--- src/rtl/pmem_line_adapter.sv ---
// Cache-line to memory-burst adapter: one 256-bit fill/writeback becomes a BEATS-long burst.
// Optional `PMEM_ADAPTER_STATS_EN adds saturating completed-read/write counters.
module pmem_line_adapter #(
    parameter int LINE_W  = 256,
    parameter int BURST_W = 64
) (
    input  logic               clk,
    input  logic               rst,
    input  logic [31:0]        pmem_address,
    input  logic               pmem_read,
    input  logic               pmem_write,
    input  logic [LINE_W-1:0]  pmem_wdata,
    output logic [LINE_W-1:0]  pmem_rdata,
    output logic               pmem_resp,
    output logic [31:0]        burst_address,
    output logic               burst_read,
    output logic               burst_write,
    output logic [BURST_W-1:0] burst_wdata,
    input  logic [BURST_W-1:0] burst_rdata,
    input  logic               burst_resp
`ifdef PMEM_ADAPTER_STATS_EN
    ,
    output logic [31:0]        stat_rd_count,
    output logic [31:0]        stat_wr_count
`endif
);

    localparam int BEATS = LINE_W / BURST_W;
    localparam int CNT_W = $clog2(BEATS);
    localparam logic [CNT_W-1:0] LAST_BEAT = CNT_W'(BEATS - 1);

    typedef enum logic [1:0] {
        IDLE     = 2'd0,
        RD_BURST = 2'd1,
        WR_BURST = 2'd2,
        DONE     = 2'd3
    } state_t;

    state_t              state_q, state_d;
    logic [CNT_W-1:0]    cnt_q, cnt_d;
    logic [31:0]         addr_q, addr_d;
    logic [LINE_W-1:0]   wline_q, wline_d;
    logic [LINE_W-1:0]   rdata_q, rdata_d;
`ifdef PMEM_ADAPTER_STATS_EN
    logic                op_wr_q, op_wr_d;
    logic [31:0]         stat_rd_q, stat_wr_q;
`endif

    always_ff @(posedge clk or posedge rst) begin
        if (rst) begin
            state_q <= IDLE;
            cnt_q   <= '0;
            addr_q  <= '0;
            wline_q <= '0;
            rdata_q <= '0;
`ifdef PMEM_ADAPTER_STATS_EN
            op_wr_q <= 1'b0;
`endif
        end else begin
            state_q <= state_d;
            cnt_q   <= cnt_d;
            addr_q  <= addr_d;
            wline_q <= wline_d;
            rdata_q <= rdata_d;
`ifdef PMEM_ADAPTER_STATS_EN
            op_wr_q <= op_wr_d;
`endif
        end
    end

    always_comb begin
        state_d = state_q;
        cnt_d   = cnt_q;
        addr_d  = addr_q;
        wline_d = wline_q;
        rdata_d = rdata_q;
`ifdef PMEM_ADAPTER_STATS_EN
        op_wr_d = op_wr_q;
`endif
        case (state_q)
            IDLE: begin
                // Writeback has priority so a dirty victim leaves before its replacement arrives.
                if (pmem_write) begin
                    addr_d  = pmem_address & 32'hFFFF_FFE0;
                    wline_d = pmem_wdata;
                    cnt_d   = '0;
                    state_d = WR_BURST;
`ifdef PMEM_ADAPTER_STATS_EN
                    op_wr_d = 1'b1;
`endif
                end else if (pmem_read) begin
                    addr_d  = pmem_address & 32'hFFFF_FFE0;
                    cnt_d   = '0;
                    state_d = RD_BURST;
`ifdef PMEM_ADAPTER_STATS_EN
                    op_wr_d = 1'b0;
`endif
                end
            end
            RD_BURST: begin
                if (burst_resp) begin
                    for (int b = 0; b < BEATS; b++) begin
                        if (cnt_q == CNT_W'(b)) begin
                            rdata_d[b*BURST_W +: BURST_W] = burst_rdata;
                        end
                    end
                    cnt_d = cnt_q + 1'b1;
                    if (cnt_q == LAST_BEAT) begin
                        state_d = DONE;
                    end
                end
            end
            WR_BURST: begin
                if (burst_resp) begin
                    cnt_d = cnt_q + 1'b1;
                    if (cnt_q == LAST_BEAT) begin
                        state_d = DONE;
                    end
                end
            end
            DONE: begin
                state_d = IDLE;
            end
            default: begin
                state_d = IDLE;
            end
        endcase
    end

    always_comb begin
        burst_wdata = '0;
        if (state_q == WR_BURST) begin
            for (int b = 0; b < BEATS; b++) begin
                if (cnt_q == CNT_W'(b)) begin
                    burst_wdata = wline_q[b*BURST_W +: BURST_W];
                end
            end
        end
    end

    assign pmem_rdata    = rdata_q;
    assign pmem_resp     = (state_q == DONE);
    assign burst_read    = (state_q == RD_BURST);
    assign burst_write   = (state_q == WR_BURST);
    assign burst_address = addr_q;

`ifdef PMEM_ADAPTER_STATS_EN
    // Counted on the edge leaving DONE, i.e. once per completed transaction.
    always_ff @(posedge clk or posedge rst) begin
        if (rst) begin
            stat_rd_q <= '0;
            stat_wr_q <= '0;
        end else if (state_q == DONE) begin
            if (op_wr_q) begin
                if (stat_wr_q != 32'hFFFF_FFFF) begin
                    stat_wr_q <= stat_wr_q + 32'd1;
                end
            end else begin
                if (stat_rd_q != 32'hFFFF_FFFF) begin
                    stat_rd_q <= stat_rd_q + 32'd1;
                end
            end
        end
    end

    assign stat_rd_count = stat_rd_q;
    assign stat_wr_count = stat_wr_q;
`endif

endmodule

--- config.mk ---
export PLATFORM = sky130hd
export DESIGN_NAME = pmem_line_adapter
export DESIGN_NICKNAME = d
export VERILOG_FILES = /design/src/rtl/pmem_line_adapter.sv
export SDC_FILE = /design/constraint.sdc
export NUM_CORES = 1
export LEC_CHECK = 0
export ABC_AREA = 1
export BUFFER_PORTS_ARGS = -buffer_cell sky130_fd_sc_hd__buf_2
export CELL_PAD_IN_SITES_DETAIL_PLACEMENT = 1
export CELL_PAD_IN_SITES_GLOBAL_PLACEMENT = 2
export CORE_MARGIN = 5
export CORE_UTILIZATION = 30
export CTS_BUF_LIST = sky130_fd_sc_hd__clkbuf_16
export DETAILED_ROUTE_END_ITERATION = 8
export PLACE_DENSITY_LB_ADDON = 0.08
export SLEW_MARGIN = 5
export SYNTH_ARGS = -nofsm -noshare
export SYNTH_HDL_FRONTEND = slang
export SYNTH_SLANG_ARGS = --single-unit
--- constraint.sdc ---
create_clock -name clk -period 40 [get_ports clk]
set_clock_uncertainty 0.15 [all_clocks]
set_input_delay 8 -clock clk [delete_from_list [all_inputs] [get_ports clk]]
set_output_delay 8 -clock clk [all_outputs]
set_load 0.05 [all_outputs]
# After elaboration in Yosys (flattened, before gate mapping)
# Index checks and enable logic that the tools add are counted.
[word_totals]
word_cells = 47
ff_bits = 548
in_bits = 357
out_inout_bits = 355
[op_classes]
add_sub_neg = 1
n_reduce_logical = 13
n_mux = 16
n_eq_ne = 9
[op_table]
columns = ["op", "n"]
rows = [
  ["64-bit 2-to-1 mux", 5],
  ["32-bit 2-to-1 mux", 2],
  ["3-bit AND reduction", 6],
  ["2-bit 2-to-1 mux", 7],
  ["2-bit equality test (second input constant)", 4],
  ["2-bit one-hot mux with 3 select lines", 1],
  ["2-bit by 1-bit equality test with 1-bit output (second input constant)", 2],
  ["2-bit zero test", 2],
  ["2-bit by 1-bit != test with 1-bit output (second input constant)", 2],
  ["2-bit one-hot mux with 2 select lines", 1],
  ["2-bit AND reduction", 2],
  ["2-bit nonzero test", 2],
  ["3-bit != test (second input constant)", 1],
  ["2-bit by 1-bit adder with 2-bit output (second input constant)", 1],
  ["2-bit OR reduction", 1],
]

# Depth between registers and ports, before layout
# Gate-level depths: netlist of run 1.
[logic_depth]
ltp_word = 6
mapped_depth = 8
ltp_nobuf = 7

# Least setup slack after synthesis of run 1
# No wires, ideal clock.
[synth_path]
kind = "reg2out"
start = "register state_q[0]"
end = "output burst_wdata[10]"
t_required_ns = 31.850
n_path_buf = 2
slack_ns = 29.512
stages_incl_launch_ff = 7
t_arrival_ns = 2.338
cell_sequence = "dfrtp_1 -> inv_1 -> ha_1 -> buf_2 -> clkbuf_1 -> o21ai_0 -> a21oi_1"
[synth_between]
elab_chain_cells = 2
[synth_rtl]
columns = ["item", "line", "text"]
rows = [
  ["start: declaration", "39", "state_t state_q, state_d;"],
  ["start signal: assignment", "60", "state_q <= state_d;"],
  ["2-bit equality test", "--", ""],
  ["net burst_write", "17", "output logic burst_write,"],
  ["64-bit 2-to-1 mux", "132", "if (state_q == WR_BURST) begin"],
  ["end: declaration", "18", "output logic [BURST_W-1:0] burst_wdata,"],
]
# The timed path passes the listed nets, and every way through them passes these cells.

# Final worst setup path of run 1
[layout_path]
start = "register cnt_q[1]"
end = "output burst_wdata[56]"
[layout_between]
elab_chain_cells = 6
word_cells_on_any_way = 9
cone_classes = "eq/ne (3); mux (5); reduce/logical (1)"
[layout_rtl]
columns = ["item", "line", "text"]
rows = [
  ["start: declaration", "40", "logic [CNT_W-1:0] cnt_q, cnt_d;"],
  ["start signal: assignment", "61", "cnt_q <= cnt_d;"],
  ["2-bit zero test", "134", "if (cnt_q == CNT_W'(b)) begin"],
  ["64-bit 2-to-1 mux (3 in series)", "134", ""],
  ["64-bit 2-to-1 mux (*)", "134", ""],
  ["64-bit 2-to-1 mux (*)", "132", ""],
]
# Every way passes the cells marked *; elsewhere a longest branch is shown, timed or not.

==> results of run 1 <==
==> power by group through the flow <==
| stage | clock network [mW] | registers, mW | logic (mW) |
|---|---|---|---|
| 2_1_floorplan | 0 | 1.32 | 0.622 |
| 3_3_place_gp | 0 | 0.913 | 1.40 |
| 3_5_place_dp | 0 | 0.923 | 1.43 |
| 4_1_cts | 0.599 | 0.916 | 1.43 |
| 5_1_grt | 0.623 | 0.943 | 1.52 |
| 6_report | 0.580 | 0.915 | 1.40 |
==> sequential cells by signal, indices dropped and copies added, names as in the netlist <==
| name | cells |
|---|---|
| pmem_rdata | 256 |
| wline_q | 256 |
| burst_address | 27 |
| cnt_q | 2 |
| state_q | 2 |
==> cell usage in the layout, fill, tap and decap left out, types with 3 or more instances in the layout <==
cell	instances
sky130_fd_sc_hd__ha_4	5
sky130_fd_sc_hd__buf_2	700
sky130_fd_sc_hd__nand2_1	876
sky130_fd_sc_hd__buf_4	19
sky130_fd_sc_hd__o21ai_1	112
sky130_fd_sc_hd__clkinv_2	7
sky130_fd_sc_hd__a21oi_1	192
sky130_fd_sc_hd__conb_1	5
sky130_fd_sc_hd__dfrtp_1	543
sky130_fd_sc_hd__ha_1	4
sky130_fd_sc_hd__diode_2	27
sky130_fd_sc_hd__inv_2	3
sky130_fd_sc_hd__o21ai_2	150
sky130_fd_sc_hd__o21ai_0	86
sky130_fd_sc_hd__clkbuf_16	70
sky130_fd_sc_hd__nand3_1	260
sky130_fd_sc_hd__nand3_4	4
sky130_fd_sc_hd__clkinv_1	14
sky130_fd_sc_hd__inv_1	188
sky130_fd_sc_hd__nor2_1	66
==> critical path, cell delays in order, from the launching register on <==
cell and delay, ns:
sky130_fd_sc_hd__dfrtp_1 0.45, sky130_fd_sc_hd__inv_1 0.17, sky130_fd_sc_hd__ha_4 0.83, sky130_fd_sc_hd__inv_2 0.50, sky130_fd_sc_hd__buf_4 0.45, sky130_fd_sc_hd__nand2_1 0.14, sky130_fd_sc_hd__nand3_1 0.08, sky130_fd_sc_hd__a21oi_1 0.30
sky130_fd_sc_hd__buf_2 0.33
==> cell type report <==
class	count	area, sq um
clock buffer	70	1752
inverter	169	641.9
clock inverter	52	334.1
fill	9476	49170
tap	1050	1314
antenna	27	67.56
sequential	543	13590
timing repair buffer	722	3697
multi-input combinational	1765	8431
==> cells by family (layout without fill, tap and decap cells) <==
family / Yosys count / after routing / share of synthesized area [%]
buf+inv: 368 / 1013 / 8.491
simple gates: 1209 / 1209 / 20.48
flops: 543 / 543 / 56.78
compound gates: 541 / 541 / 13.71
fa+ha+maj: 10 / 10 / 0.5228
other cells: 1 / 32 / 0.01567
==> how the worst max path moves through the flow <==
stage / end / slack (ns) / cells after the start
floorplan: burst_address[10]$_DFFE_PP0P_ / 16.67 / 1
global placement: burst_wdata[6] / 28.44 / 8
detailed placement: burst_wdata[56] / 28.43 / 8
CTS: burst_wdata[56] / 27.76 / 8
global route: burst_wdata[6] / 27.67 / 8
finish: burst_wdata[56] / 27.94 / 8
==> routing by layer <==
| layer | GRT usage (%) | up-vias | routed length, microns |
|---|---|---|---|
| li1 | - | 9841 | - |
| met3 | 6.081 | 185 | 6281 |
| met5 | 0 | - | 184 |
| met1 | 26.32 | 10163 | 39010 |
| met4 | 7.446 | 30 | 3070 |
| met2 | 36.48 | 516 | 46830 |
==> cell usage after synthesis, drive strengths merged <==
library cell    n
nand4           2
ha             10
clkbuf         28
nand3         264
conb            1
buf           171
inv           169
dfrtp         543
nand2         877
nor2           66
a21oi         192
o21ai         349
==> metrics, run 1 <==
outcome=finished, final reports clean; data required time of the worst path=31.85 ns; total routing usage reported by global routing=21.48%; kind of launch point of the worst setup path=register; Total Routed Length=95380 microns; power density cells=97.16 nW/um^2; biggest area consumer among synthesized cells=sky130_fd_sc_hd__dfrtp_1; CTS Buf Count=69; vias in the first global route=21951; share of the clock period used by the worst path=30.14%; worst slew margin relative to its limit=20.58%; CTS H-tree lvls=3; top-level I/O count=712; global placer's final weighted congestion=0.8021; quantity of I/O buffers inserted on ports=701; Post-Place Setup Slack=28.43 ns; summed instance area of the synthesized netlist=23930 sq um; clock latency reported for the late side of the worst-skew pair=0.59 ns; vias post-DR=20735; Pleak=16.16 nW; clock-pin transition on the worst setup and hold timing paths=0.05 ns; mean post-synth cell area=8.956 sq um; antenna viol nets, final=0; clock root buffer=sky130_fd_sc_hd__clkbuf_16; final worst-path setup slack=27.94 ns; max-cap violation count=0; cell-internal power=1.445 mW; Reg-to-Reg End=pmem_rdata[216]$_DFFE_PP0P_; Core Box Area=79000 sq um; Crit Reg-Reg Startpoint=cnt_q[0]$_DFFE_PP0P_; global route overflow=0; logic depth of the worst register-to-register path=6; DRC Markers=0; die boundary height=292.4 microns; final setup TNS=0 ns; Final Max Slew Viols=0; register bit count reported by yosys=543; post-cts resize count=0; minimum clock period=12.06 ns; pin slew with the least headroom to its limit=1.187 ns; endpoint of the worst hold-timing path=wline_q[196]$_DFFE_PP0P_; unrepaired setup endpoints after global routing=no; CP startpoint=cnt_q[1]$_DFFE_PP0P_; count of synthesis-stage warnings from yosys=0; post-CTS repair timing setup buffer count=0; initial core utilization=30.29%; horizontal die dimension=292.4 microns; Synth Instances=2672; sequential element share of the synthesized area=56.78%; maximum net fanout on the critical path=66; startpoint of the worst hold path=wline_q[196]$_DFFE_PP0P_; initial antenna violation count=61; utilization after layout=37.75%; hold buffer count at CTS=0; worst reg2reg setup slack=36.23 ns; Yosys cell types=23; share of the synthesized area in the top cell type=56.78%; # nets final=3637; post-route design area=29820 sq um; violation count after the first detailed-routing iteration=1044; number of sinks driven by the clock tree=543; TritonCTS clock tree=done; final number of hold-violating endpoints=0; total power after layout=2.898 mW; via/cell ratio=4.715; First-pass DRT Iterations=4; filler-free cell count of the finished design=4398; Clk pwr share=20.0%; Logic pwr share=48.4%; Worst Hold Slack=0.3160 ns; maximum number of pins on one net before global-route repair=191; switching part of the total=50.13%; fraction of layout instances using a drive strength above 1=29.30%; worst path arrival time=3.91 ns; achievable clock frequency=82.94 MHz; Max IR drop VDD=39.81 uV; placed cell areas=27670 sq um; Placed Cells=4249; Critical Path Sink Type=output port; Max Root-Sink Buffers=3; P_sw=1.452 mW; synth top area cells=sky130_fd_sc_hd__dfrtp_1 (57%), sky130_fd_sc_hd__nand2_1 (14%), sky130_fd_sc_hd__o21ai_2 (5.5%), sky130_fd_sc_hd__nand3_1 (5.4%), sky130_fd_sc_hd__a21oi_1 (4.0%); Hold/Removal Path Class=reg2reg; Wirelength per Cell=21.69 microns; first-pass GRT wire length=142400 microns; relative contribution of sequential cells to total power=31.6%; Critical Setup Path Class=reg2out; post-detailed-placement half-perimeter wirelength=66240 microns; Worst Hold Path Cells=2; # setup viols final=0; standard-cell rows=103; synthesis-to-layout area growth=24.63%; area of the die=85520 sq um
Power figures use the tool's default switching activity.
==> run 2: changes to the inputs <==
- ABC_AREA: 1 -> 0
- clock period: 40 -> 11.7 ns (I/O delays scaled with it)
==> run 2 against run 1 <==
Effect of this change: combinational power increased to 3.4 times the previous value; first-iteration DRC count fell by 35%; sequential cell count did not move; sequential share of layout area increased by 2.1 points; via count decreased by 26%; utilization grew 1.2 points; hold slack gained 0.030 ns; clock power rose to 3.3 times the previous value; sequential power grew to 3.6 times the previous value; design area is 4.4% lower.
==> metrics, run 2 <==
outcome=finished, final reports clean; share of the clock period used by the worst path=51.81%; unrepaired setup endpoints after global routing=no; most common cell after layout, fill and taps aside=sky130_fd_sc_hd__buf_2; post-detailed-placement half-perimeter wirelength=57760 microns (-13%); final setup TNS=0 ns (unchanged); fraction of layout instances using a drive strength above 1=61.10% (+32 points); top-level I/O count=712 (unchanged); initial antenna violation count=45 (-26%); Wirelength per Cell=25.48 microns (+17%); First-pass DRT Iterations=4 (unchanged); CTS Buf Count=67 (-2.9%); kind of launch point of the worst setup path=register; # nets final=2538 (-30%); Final Max Slew Viols=0 (unchanged); DRC Markers=0 (unchanged); post-CTS repair timing setup buffer count=0 (unchanged); Post-synth EDFFs=0 (unchanged); pin slew with the least headroom to its limit=1.125 ns (-0.06224 ns); Max IR drop VDD=188.7 uV (+370%); endpoint of the worst hold-timing path=wline_q[152]$_DFFE_PP0P_; power density cells=347.9 nW/um^2 (+260%); horizontal die dimension=282.1 microns (-3.5%); summed instance area of the synthesized netlist=22220 sq um (-7.2%); Critical Setup Path Class=reg2out; Yosys cell types=23 (unchanged); worst reg2reg setup slack=8.72 ns (-27.51 ns); worst slew margin relative to its limit=25.03% (+4.4 points); biggest area consumer among synthesized cells=sky130_fd_sc_hd__dfrtp_1; data required time of the worst path=9.21 ns (-22.64 ns); mean post-synth cell area=14.99 sq um (+67%); Total Routed Length=81700 microns (-14%); Hold/Removal Path Class=reg2reg; final number of hold-violating endpoints=0 (unchanged); clock root buffer=sky130_fd_sc_hd__clkbuf_16; TritonCTS clock tree=done; vias post-DR=15350 (-26%); Reg-to-Reg End=wline_q[25]$_DFFE_PP0P_; number of sinks driven by the clock tree=543 (unchanged); startpoint of the worst hold path=wline_q[152]$_DFFE_PP0P_; die boundary height=282.1 microns (-3.5%); global route overflow=0 (unchanged); first-pass GRT wire length=117600 microns (-17%); synthesis-to-layout area growth=28.28%; logic depth of the worst register-to-register path=5 (-1); most frequent cells after synthesis=sky130_fd_sc_hd__dfrtp_1 (543), sky130_fd_sc_hd__mux2_2 (539), sky130_fd_sc_hd__o21ai_0 (109); area of the die=79600 sq um (-6.9%); via/cell ratio=4.788 (+1.6%); register bit count reported by yosys=543 (unchanged); standard-cell rows=99 (-3.9%); clock latency reported for the late side of the worst-skew pair=0.60 ns (about the same); Crit Reg-Reg Startpoint=state_q[0]$_DFFE_PP0P_; total power after layout=9.914 mW (+240%); maximum number of pins on one net before global-route repair=188 (-1.6%); quantity of I/O buffers inserted on ports=701 (unchanged); violation count after the first detailed-routing iteration=677 (-35%); maximum single-stage delay on the critical path=0.60 ns (-0.23 ns); antenna viol nets, final=0 (unchanged); worst path arrival time=3.57 ns (-0.34 ns); maximum net fanout on the critical path=64 (-3.0%); max-cap violation count=0 (unchanged); Core Box Area=73210 sq um (-7.3%); most used cells in the layout excluding fill and tap cells=sky130_fd_sc_hd__buf_2 (701), sky130_fd_sc_hd__dfrtp_1 (543), sky130_fd_sc_hd__mux2_2 (539), sky130_fd_sc_hd__o21ai_0 (109), sky130_fd_sc_hd__clkbuf_16 (70); top_reg_cell synth=sky130_fd_sc_hd__dfrtp_1; # setup viols final=0 (unchanged); vias in the first global route=16962 (-23%); dominant cell by count in the synthesized netlist=sky130_fd_sc_hd__dfrtp_1; crit-path cells=inv_1 > ha_2 > buf_4 > and2b_2 > buf_4 > o21ai_0 > o21ai_0 > buf_2; total routing usage reported by global routing=19.86% (-1.6 points); count of synthesis-stage warnings from yosys=0 (unchanged); minimum clock period=6.062 ns; Max Root-Sink Buffers=3 (unchanged); global placer's final weighted congestion=0.7802 (-2.7%); achievable clock frequency=165.0 MHz; CTS H-tree lvls=3 (unchanged); Worst Hold Path Cells=1 (-1); Synth Instances=1482 (-45%); fraction of registers with async set or reset after synthesis=100.0% (unchanged); post-cts resize count=0 (unchanged); clock-pin transition on the worst setup and hold timing paths=0.06 ns (about the same); sequential element share of the synthesized area=61.16% (+4.4 points); cell type of the slowest stage on the worst timing path=sky130_fd_sc_hd__buf_4; hold buffer count at CTS=0 (unchanged); share of the synthesized area in the top cell type=61.16% (+4.4 points); synth top area cells=sky130_fd_sc_hd__dfrtp_1 (61%), sky130_fd_sc_hd__mux2_2 (27%), sky130_fd_sc_hd__a221oi_1 (2.6%), sky130_fd_sc_hd__o21ai_0 (2.5%), sky130_fd_sc_hd__buf_6 (1.8%); initial core utilization=30.35% (+0.054 points); Pleak=13.72 nW (-15%); Critical Path Sink Type=output port
-- run 2: cell families (layout without fill, tap and decap cells) --
group	count (synthesis)	after routing	synth area share (%)
compound gates	196	196	5.542
fa+ha+maj	10	10	0.5632
buf+inv	111	841	3.576
flops	543	543	61.16
mux	544	544	27.55
other cells	1	36	0.01688
simple gates	77	77	1.594
-- run 2: per-layer routing --
layer | vias up | wire, microns | global-route usage, %
met5 | - | 184 | 0
met4 | 26 | 2491 | 7.196
met3 | 143 | 5848 | 6.718
met2 | 445 | 42750 | 35.21
met1 | 7940 | 30430 | 22.34
li1 | 6796 | - | -
-- run 2: worst max path at each step --
stage                                start                       endpoint  slack (ns)  cells after the start
finish              state_q[0]$_DFFE_PP0P_                burst_wdata[12]        5.64                      8
global route        state_q[0]$_DFFE_PP0P_                burst_wdata[12]        5.36                      8
CTS                 state_q[0]$_DFFE_PP0P_                burst_wdata[12]        5.46                      8
detailed placement  state_q[0]$_DFFE_PP0P_                burst_wdata[12]        6.14                      8
global placement    state_q[0]$_DFFE_PP0P_                burst_wdata[12]        6.17                      8
floorplan                              rst  burst_address[10]$_DFFE_PP0P_        1.82                      1
-- run 2: layout make-up --
| cell class | instances | area (sq um) |
|---|---|---|
| clock inverter | 44 | 236.5 |
| sequential | 543 | 13590 |
| tap | 959 | 1200 |
| fill | 7778 | 44710 |
| inverter | 7 | 30.03 |
| timing repair buffer | 720 | 3689 |
| clock buffer | 70 | 1752 |
| antenna | 31 | 77.57 |
| multi-input combinational | 832 | 7926 |
-- run 2: metrics by stage --
| step | util [%] | area (sq um) | hold WS, ns | setup WS (ns) | cells |
|---|---|---|---|---|---|
| final | 38.93 | 28500 | 0.3456 | 5.638 | 3206 |
| after CTS | 38.82 | 28420 | 0.3503 | 5.463 | 3175 |
| after global placement | 36.11 | 26430 | 0.3327 | 6.174 | 3061 |
| after global routing | 38.88 | 28460 | 0.3567 | 5.359 | 3191 |
| after floorplan | - | 22240 | 0.3239 | 1.824 | 1486 |
| after detailed placement | 36.11 | 26430 | 0.3377 | 6.141 | 3061 |
-- run 2: worst max-delay path, delay by kind of cell (launching register included) --
kind,cells,cell delay (ns)
compound gates,2,0.54
fa+ha+maj,1,0.18
buf+inv,4,1.45
flops,1,0.41
simple gates,1,0.22
-- run 2: report_power, final --
group / internal, mW / switching (mW)
clock: 1.10 / 0.804
sequential: 2.81 / 0.444
combinational: 1.45 / 3.31
total: 5.36 / 4.56
==> run 3: changes to the inputs <==
- ABC_AREA: 0 -> 1
- clock period: 11.7 -> 5.65 ns (I/O delays scaled with it)
==> run 3 against run 2 <==
Effect of this change: first-iteration DRC count rose by 46%; largest cell class unchanged; register-to-register slack got worse by 6.5 ns; clock-buffer cell count did not move; critical endpoint is now burst_wdata[10].
==> metrics, run 3 (same netlist as run 1, synthesis figures left out) <==
crit-path leading delay family=buffers and inverters; total of fill cells in the finished design=9530 (+23%); area of the die=85520 sq um (+7.4%); First-pass DRT Iterations=5 (+1); outcome=finished, final reports clean; Pleak=16.16 nW (+18%); share of the clock period used by the worst path=81.77%; Max Root-Sink Buffers=3 (unchanged); via/cell ratio=4.706 (-1.7%); global placer's final weighted congestion=0.8013 (+2.7%); final number of hold-violating endpoints=0 (unchanged); antenna viol nets, final=0 (unchanged); utilization after layout=37.77% (-1.2 points); minimum clock period=4.620 ns; die boundary height=292.4 microns (+3.7%); cell type of the slowest stage on the worst timing path=sky130_fd_sc_hd__inv_2; synthesis-to-layout area growth=24.68%; CTS Buf Count=68 (+1.5%); most common cell after layout, fill and taps aside=sky130_fd_sc_hd__nand2_1; # nets final=3646 (+44%); post-detailed-placement half-perimeter wirelength=67200 microns (+16%); crit-path cells=inv_1 > ha_4 > inv_2 > buf_4 > nand3_1 > a21oi_1 > buf_2; vias post-DR=20709 (+35%); horizontal die dimension=292.4 microns (+3.7%); post-route design area=29840 sq um (+4.7%); vias in the first global route=21904 (+29%); total area of multi-input combinational cells=8431 sq um (+6.4%); initial core utilization=30.29% (-0.054 points); unrepaired setup endpoints after global routing=no; clock-pin transition on the worst setup and hold timing paths=0.06 ns (about the same); placed cell areas=27790 sq um (+5.1%); DRC Markers=0 (unchanged); Core Box Area=79000 sq um (+7.9%); Total Routed Length=94700 microns (+16%); top-level I/O count=712 (unchanged); data required time of the worst path=4.37 ns (-4.84 ns); final worst-path setup slack=1.030 ns (-4.608 ns); hold buffer count at CTS=0 (unchanged); Critical Setup Path Class=reg2out; quantity of I/O buffers inserted on ports=701 (unchanged); Final Max Slew Viols=0 (unchanged); most used cells in the layout excluding fill and tap cells=sky130_fd_sc_hd__nand2_1 (876), sky130_fd_sc_hd__buf_2 (700), sky130_fd_sc_hd__dfrtp_1 (543), sky130_fd_sc_hd__nand3_1 (260), sky130_fd_sc_hd__a21oi_1 (192); CP startpoint=cnt_q[0]$_DFFE_PP0P_; total routing usage reported by global routing=21.34% (+1.5 points); clock root buffer=sky130_fd_sc_hd__clkbuf_16; TritonCTS clock tree=done; fraction of layout instances using a drive strength above 1=29.47% (-32 points); kind of launch point of the worst setup path=register; Max IR drop VDD=234.8 uV (+24%); max-cap violation count=0 (unchanged); number of sinks driven by the clock tree=543 (unchanged); post-cts resize count=0 (unchanged); Wirelength per Cell=21.52 microns (-16%); worst path buffer plus inverter count=4 (unchanged); power density cells=681.4 nW/um^2 (+96%); CTS H-tree lvls=3 (unchanged); Hold/Removal Path Class=reg2reg; global route overflow=0 (unchanged); pin slew with the least headroom to its limit=1.203 ns (+0.07848 ns); initial antenna violation count=55 (+22%); post-CTS repair timing setup buffer count=0 (unchanged); Reg area=13590 sq um (unchanged); worst slew margin relative to its limit=19.79% (-5.2 points); achievable clock frequency=216.4 MHz; total power after layout=20.33 mW (+110%); # setup viols final=0 (unchanged); maximum single-stage delay on the critical path=0.52 ns (-0.08 ns); first-pass GRT wire length=141200 microns (+20%); maximum number of pins on one net before global-route repair=141 (-25%); violation count after the first detailed-routing iteration=990 (+46%); Post-Place Setup Slack=1.613 ns (-4.528 ns); worst path arrival time=3.34 ns (-0.23 ns); clock latency reported for the late side of the worst-skew pair=0.59 ns (about the same); Crit Reg-Reg Startpoint=cnt_q[1]$_DFFE_PP0P_; maximum net fanout on the critical path=32 (-50%); startpoint of the worst hold path=wline_q[238]$_DFFE_PP0P_; Critical Path Sink Type=output port; standard-cell rows=103 (+4.0%)
==> run 3: cell count changes in the layout (fill, tap and decap cells not counted), sizes merged, moves of 9 or more <==
cell,previous run,this run
inv,34,190
nand2,44,877
buf,720,732
nor2,1,66
a221oi,65,0
mux2,539,0
a21oi,0,192
o21ai,130,349
nand3,29,264
clkinv,15,24
==> run 3: area by class of cell <==
type / count / area share [%]
Clock inverter: 46 / 0.7674
Antenna cell: 26 / 0.2180
Clock buffer: 70 / 5.871
Multi-Input combinational cell: 1765 / 28.25
Tap cell: 1050 / 4.403
Inverter: 169 / 2.139
Sequential cell: 543 / 45.54
Timing Repair Buffer: 732 / 12.81
==> run 3: through the flow <==
stage | hold WS, ns | cells | setup TNS [ns]
4_1_cts | 0.3161 | 4375 | 0
3_3_place_gp | 0.2993 | 4259 | 0
2_1_floorplan | 0.2867 | 2676 | -1637.65
3_5_place_dp | 0.3030 | 4259 | 0
5_1_grt | 0.3336 | 4388 | 0
6_report | 0.3134 | 4401 | 0
==> run 3: worst paths after layout <==
check                                              to  slack, ns  cells after the start
setup / recovery                      burst_wdata[10]       1.03                      7
hold / removal               wline_q[238]$_DFFE_PP0P_       0.31                      2
setup reg to reg           pmem_rdata[91]$_DFFE_PP0P_       2.20                      7
hold reg to reg              wline_q[238]$_DFFE_PP0P_       0.31                      2
max in group asynchronous  pmem_rdata[57]$_DFFE_PP0P_       3.56                      4
min in group asynchronous     wline_q[78]$_DFFE_PP0P_       0.44                      2
==> run 3: tightest hold or removal path, cell delays in order, from the launching register on <==
cell and delay (ns):
sky130_fd_sc_hd__dfrtp_1 0.33, sky130_fd_sc_hd__nand2_1 0.05, sky130_fd_sc_hd__nand2_1 0.04
==> run 3: metal layers <==
layer / wire [microns] / global-route usage [%] / share of wire [%] / vias to the layer above
met1: 37740 / 25.78 / 40 / 10135
met3: 7249 / 7.006 / 7.7 / 167
met2: 47070 / 36.39 / 50 / 516
met4: 2403 / 6.580 / 2.5 / 36
met5: 236 / 0 / 0.25 / -
li1: - / - / - / 9855
==> run 3: power breakdown <==
part	total [mW]	switching, mW	internal (mW)
Sequential	6.48	0.865	5.62
Clock	3.94	1.71	2.23
Combinational	9.91	7.63	2.28
